### src/rtl/clock_pkg.sv
// clock_pkg: shared mode encodings, blank code and BCD moduli for the timekeeper
package clock_pkg;
  localparam logic [1:0] MODE_RUN      = 2'd0;
  localparam logic [1:0] MODE_SET_HOUR = 2'd1;
  localparam logic [1:0] MODE_SET_MIN  = 2'd2;
  localparam logic [3:0] DIGIT_BLANK   = 4'hF;
  // Moduli are held BCD-encoded so they compare directly against {tens, ones}
  localparam logic [7:0] SEC_MAX  = 8'h59;
  localparam logic [7:0] MIN_MAX  = 8'h59;
  localparam logic [7:0] HOUR_MAX = 8'h23;
endpackage

### src/rtl/key_debounce.sv
// key_debounce: synchronizes a raw button, debounces it and emits one pulse per accepted press
module key_debounce #(
  parameter int DEBOUNCE_MS = 20
) (
  input  logic clk1khz,
  input  logic rst,
  input  logic key_i,
  output logic press_o
);
  localparam int CW = $clog2(DEBOUNCE_MS + 1);
  logic [1:0] sync_q;
  logic level_q, level_d, press_q, press_d, done;
  logic [CW-1:0] cnt_q, cnt_d;
  // Count consecutive samples that disagree with the accepted level; accept on the last one
  always_comb begin
    done = sync_q[1] != level_q && cnt_q == CW'(DEBOUNCE_MS - 1);
    cnt_d = (sync_q[1] == level_q || done) ? '0 : cnt_q + 1'b1;
    level_d = done ? sync_q[1] : level_q;
    press_d = done && sync_q[1];
  end
  // Synchronizer, debounce state and registered press pulse
  always_ff @(posedge clk1khz) begin
    if (rst) begin
      sync_q  <= '0;
      level_q <= 1'b0;
      cnt_q   <= '0;
      press_q <= 1'b0;
    end else begin
      sync_q  <= {sync_q[0], key_i};
      level_q <= level_d;
      cnt_q   <= cnt_d;
      press_q <= press_d;
    end
  end
  assign press_o = press_q;
endmodule

### src/rtl/bcd_timekeeper.sv
// bcd_timekeeper: 24-hour BCD clock with button set modes and field blink; hourly chime under BCD_TIMEKEEPER_CHIME_EN
module bcd_timekeeper
  import clock_pkg::*;
#(
  parameter int TICK_DIV    = 1000,
  parameter int DEBOUNCE_MS = 20,
  parameter int CHIME_SECS  = 3
) (
  input  logic       clk1khz,
  input  logic       rst,
  input  logic       key_mode,
  input  logic       key_inc,
  output logic [3:0] q0,
  output logic [3:0] q1,
  output logic [3:0] q2,
  output logic [3:0] q3,
  output logic [3:0] q4,
  output logic [3:0] q5,
  output logic [1:0] set_mode,
  output logic       chime
);
  localparam int PW = $clog2(TICK_DIV);
  localparam logic [PW-1:0] PRE_LAST = PW'(TICK_DIV - 1);
  localparam logic [PW-1:0] PRE_HALF = PW'(TICK_DIV / 2);
  logic [PW-1:0] pre_q, pre_d;
  logic [1:0] mode_q, mode_d;
  logic [3:0] s0_q, s1_q, m0_q, m1_q, h0_q, h1_q;
  logic [3:0] s0_d, s1_d, m0_d, m1_d, h0_d, h1_d;
  logic mode_p, inc_p, tick, blink_off, run_tick;
  logic sec_top, min_top, hr_top, sec_inc, min_inc, hr_inc;

  key_debounce #(.DEBOUNCE_MS(DEBOUNCE_MS)) u_mode (
    .clk1khz(clk1khz), .rst(rst), .key_i(key_mode), .press_o(mode_p)
  );
  key_debounce #(.DEBOUNCE_MS(DEBOUNCE_MS)) u_inc (
    .clk1khz(clk1khz), .rst(rst), .key_i(key_inc), .press_o(inc_p)
  );

  // Prescaler, BCD carry chain and mode sequencing; a mode press masks a same-cycle inc
  always_comb begin
    tick = pre_q == PRE_LAST;
    pre_d = tick ? '0 : pre_q + 1'b1;
    blink_off = pre_q >= PRE_HALF;
    run_tick = tick && mode_q == MODE_RUN;
    sec_top = {s1_q, s0_q} == SEC_MAX;
    min_top = {m1_q, m0_q} == MIN_MAX;
    hr_top = {h1_q, h0_q} == HOUR_MAX;
    sec_inc = run_tick;
    min_inc = (run_tick && sec_top) || (inc_p && !mode_p && mode_q == MODE_SET_MIN);
    hr_inc = (run_tick && sec_top && min_top) || (inc_p && !mode_p && mode_q == MODE_SET_HOUR);
    s0_d = sec_inc ? (s0_q == 4'd9 ? 4'd0 : s0_q + 4'd1) : s0_q;
    s1_d = (sec_inc && s0_q == 4'd9) ? (sec_top ? 4'd0 : s1_q + 4'd1) : s1_q;
    m0_d = min_inc ? (m0_q == 4'd9 ? 4'd0 : m0_q + 4'd1) : m0_q;
    m1_d = (min_inc && m0_q == 4'd9) ? (min_top ? 4'd0 : m1_q + 4'd1) : m1_q;
    h0_d = hr_inc ? ((hr_top || h0_q == 4'd9) ? 4'd0 : h0_q + 4'd1) : h0_q;
    h1_d = (hr_inc && (hr_top || h0_q == 4'd9)) ? (hr_top ? 4'd0 : h1_q + 4'd1) : h1_q;
    mode_d = !mode_p ? mode_q :
             mode_q == MODE_RUN ? MODE_SET_HOUR :
             mode_q == MODE_SET_HOUR ? MODE_SET_MIN : MODE_RUN;
    if (mode_p && mode_q == MODE_RUN) begin
      s0_d = 4'd0;
      s1_d = 4'd0;
    end
  end

  // Time, mode and prescaler registers
  always_ff @(posedge clk1khz) begin
    if (rst) begin
      pre_q  <= '0;
      mode_q <= MODE_RUN;
      {h1_q, h0_q, m1_q, m0_q, s1_q, s0_q} <= '0;
    end else begin
      pre_q  <= pre_d;
      mode_q <= mode_d;
      {h1_q, h0_q, m1_q, m0_q, s1_q, s0_q} <= {h1_d, h0_d, m1_d, m0_d, s1_d, s0_d};
    end
  end

  assign q0 = s0_q;
  assign q1 = s1_q;
  assign q2 = (mode_q == MODE_SET_MIN && blink_off) ? DIGIT_BLANK : m0_q;
  assign q3 = (mode_q == MODE_SET_MIN && blink_off) ? DIGIT_BLANK : m1_q;
  assign q4 = (mode_q == MODE_SET_HOUR && blink_off) ? DIGIT_BLANK : h0_q;
  assign q5 = (mode_q == MODE_SET_HOUR && blink_off) ? DIGIT_BLANK : h1_q;
  assign set_mode = mode_q;

`ifdef BCD_TIMEKEEPER_CHIME_EN
  localparam int CCW = $clog2(CHIME_SECS + 1);
  logic chime_q;
  logic [CCW-1:0] ccnt_q;
  // Chime raised on the hour rollover, dropped after CHIME_SECS more ticks or on leaving RUN
  always_ff @(posedge clk1khz) begin
    if (rst || (mode_p && mode_q == MODE_RUN)) begin
      chime_q <= 1'b0;
      ccnt_q  <= '0;
    end else if (run_tick && sec_top && min_top) begin
      chime_q <= 1'b1;
      ccnt_q  <= CCW'(CHIME_SECS);
    end else if (run_tick && chime_q) begin
      ccnt_q  <= ccnt_q - 1'b1;
      chime_q <= ccnt_q != CCW'(1);
    end
  end
  assign chime = chime_q;
`else
  assign chime = 1'b0 & |CHIME_SECS;
`endif
endmodule
### config.mk
export PLATFORM = sky130hd
export DESIGN_NAME = bcd_timekeeper
export DESIGN_NICKNAME = d
export VERILOG_FILES = /design/src/rtl/clock_pkg.sv /design/src/rtl/key_debounce.sv /design/src/rtl/bcd_timekeeper.sv
export SDC_FILE = /design/constraint.sdc
export NUM_CORES = 1
export LEC_CHECK = 0
export CAP_MARGIN = 0
export CORE_UTILIZATION = 40
export CTS_CLUSTER_DIAMETER = 40
export DETAILED_ROUTE_END_ITERATION = 8
export PLACE_DENSITY_LB_ADDON = 0.25
export SLEW_MARGIN = 30
export SYNTH_ARGS = -nofsm -noshare
export SYNTH_HDL_FRONTEND = slang
export SYNTH_SLANG_ARGS = --single-unit
### constraint.sdc
create_clock -name clk1khz -period 2.7 [get_ports clk1khz]
set_clock_uncertainty 0.15 [all_clocks]
set_input_delay 0.54 -clock clk1khz [delete_from_list [all_inputs] [get_ports clk1khz]]
set_output_delay 0.54 -clock clk1khz [all_outputs]
set_load 0.05 [all_outputs]
==> flow_summary.toml <==
[status]
status = "finished, final reports clean"

[cells_and_area]
fill_cells = 631
layout.nets = 359
regArea_um2 = 1080
drive_above_1_share_pct = 17.2
finalNonFillerCells = 420
antenna_cells = 0
synthToLayoutAreaGrowth_pct = 20.6
multi_input_area_um2 = 1560

[floorplan]
rows = 29
fp.dieH_um = 85.2
design.die.area_um2 = 7260
initial_core_util_pct = 42.4
dieWidth_um = 85.2
core_area_um2 = 6530
pin_count = 31

[clocking]
post_cts_buffers = 0
h-tree-depth = 2
clk_latency_ps = 310
cts.path.max_buffers = 2
numCtsBuffers = 5
cts.clk_slew.worst_paths_ps = 90
cts-resized-gates = 0
ctsRootBufferMaster = "clkbuf_8"
cts_sinks = 54
cts_hold_buf = 0
cts_tree = "done"

[critical_path]
cp_top_family = "buffers and inverters"
startpoint = "set_mode[1]$_SDFFE_PP0P_"
cp-end-kind = "output port"
r2r-start = "m1_q[0]$_SDFFE_PP0P_"
cp.arrival_ps = 1840
required_ps = 2010
path_class = "flop to output port"
path_cells = "clkdlybuf4s50_1"
worst_setup_path_start_kind = "flop"
path_buf_inv = 1
slowest_stage = "clkdlybuf4s50_1"
cp_max_fo = 13
critPathMaxStageDelay_ps = 900

[hold_path]
min-delay-start = "u_mode.sync_q[0]$_SDFF_PP0_"
min_path_type = "flop to flop"

[yosys]
ys_seq_area_share_pct = 39.0
yosysWarnings = 0
yosysTopAreaCell = "dfxtp_1"
synth_common_cells = "dfxtp_1 (54), nor2_1 (36), a21oi_1 (19)"
synth_edf_count = 0
synthCells = 314
synth_area_um2 = 2770
async_flop_share_pct = 0
synth_top_area_share_pct = 39.0
ys.flop_type = "dfxtp_1"
synth_most_common_cell = "dfxtp_1"
synth_cell_types = 60
avgSynthCellArea_um2 = 8.82
ys_seq_elements = 54
syn_nets = 330
synth_area_leaders = "dfxtp_1 (39%), ha_1 (5.4%), nor2_1 (4.9%)"

[run]
cap_violations = 0

[drt]
drc = 0
antenna_left = 0
drtIter0Drc = 91
wl_um = 5070
avgRoutedWirePerCell_um = 12.1
drtPass1Iterations = 4
vias = 2167
viasPerCell = 5.16

[sta]
fin_crit_ps = 2530
worst_pin_slew_ps = 594
slew_viol_final = 0
setup_violations = 0
post-route-period-util_pct = 93.5
timing.setup.tns_ps = 0
rsz0062_at_grt = "no"
relSlewSlack_pct = 59.9
report.final.hold_viol_count = 0
max_freq_mhz = 396

[placed_design]
io_buffers = 29
gp_congestion = 0.810
place_inst = 413
post-dp-hpwl_um = 3570

[power_and_ir_drop]
vdd_ir_drop_max_mv = 0.235
p_leak_uw = 0.00126
power_density_nw_per_um2 = 400

[global_route]
grt_max_degree = 39
grtUsageTotal_pct = 15.5
grt_pass1_vias = 2070
grt_remaining_overflow = 0
antenna_found_initial = 0
grt_pass1_wl_um = 9140
-- routing by layer --
layer,GRT usage [%],vias up,routed length [um]
met2,24.9,40,2250
met1,20.4,984,2580
met3,4.38,2,206
met5,0,-,0
met4,4.62,0,34
li1,-,1141,-
-- cells by family (layout without fill, tap and decap cells) --
family	after synthesis	in the layout	synth area share, %
AND/OR/NAND/NOR	149	149	31.3
flip-flops	54	54	39.0
AO/OA/AOI/OAI	49	49	10.9
buffers and inverters	24	53	4.79
XOR/XNOR	18	18	5.69
adder cells (fa/ha/maj)	12	12	5.42
multiplexers	7	7	2.67
other	1	1	0.135
-- flip-flops by register name, summed over array words and instances, names as in the netlist --
| register | flops |
|---|---|
| u_mode.cnt_q | 5 |
| q1 | 4 |
| u_inc.cnt_q | 5 |
| h0_q | 4 |
| u_inc.press_o | 1 |
| pre_q | 10 |
| u_mode.sync_q | 2 |
| h1_q | 4 |
| u_mode.level_q | 1 |
| u_mode.press_o | 1 |
| q0 | 4 |
| u_inc.level_q | 1 |
| m0_q | 4 |
| u_inc.sync_q | 2 |
| m1_q | 4 |
| set_mode | 2 |
-- worst reg2reg max path, stage by stage, from the launching register on --
cell and delay (ps):
dfxtp_1 420, ha_1 190, and3b_2 220, nand4_1 110, or4_1 590, a21oi_1 290
mux2_2 360
-- power breakdown --
group / switching, uW / internal [uW]
registers: 11.7 / 807
clock network: 256 / 179
logic: 46.1 / 34.7
total: 314 / 1020
-- final timing paths --
kind / slack [ps] / cells after the start / to
setup reg to reg: 250 / 6 / h0_q[1]$_SDFFE_PP0P_
hold / removal: 300 / 1 / u_mode.sync_q[1]$_SDFF_PP0_
setup / recovery: 170 / 1 / set_mode[1]
hold reg to reg: 300 / 1 / u_mode.sync_q[1]$_SDFF_PP0_
-- stage by stage --
step	setup slack (ps)	hold slack, ps	utilization, %	cell area, um^2	power (uW)
CTS	152	301	51.1	3340	1350
floorplan	133	264	-	2770	890
detailed placement	259	280	49.9	3260	919
finish	174	295	51.1	3340	1330
global placement	323	276	49.9	3260	918
global route	33.2	330	51.1	3340	1390
-- layout by cell type, fill, tap and decap left out, drive strengths merged, types with 4 or more instances in the layout --
master / netlist / routed
a21oi: 19 / 19
and3: 5 / 5
buf: 4 / 19
clkbuf: 6 / 6
clkdlybuf4s50: 0 / 13
dfxtp: 54 / 54
ha: 12 / 12
inv: 14 / 14
mux2i: 4 / 4
nand2: 16 / 16
nand2b: 6 / 6
nand3: 16 / 16
nand4b: 4 / 4
nor2: 36 / 36
nor2b: 8 / 8
nor3: 7 / 7
nor3b: 4 / 4
o21ai: 13 / 13
or2: 17 / 17
or3: 9 / 9
xnor2: 8 / 8
xor2: 10 / 10
-- area by class of cell --
| type | count | area share (%) |
|---|---|---|
| Sequential cell | 54 | 32.4 |
| Clock inverter | 1 | 0.225 |
| Inverter | 14 | 1.57 |
| Timing Repair Buffer | 32 | 14.2 |
| Tap cell | 77 | 2.89 |
| Multi-Input combinational cell | 236 | 46.6 |
| Clock buffer | 6 | 2.17 |
No activity file was read; power rests on OpenSTA's default activity.
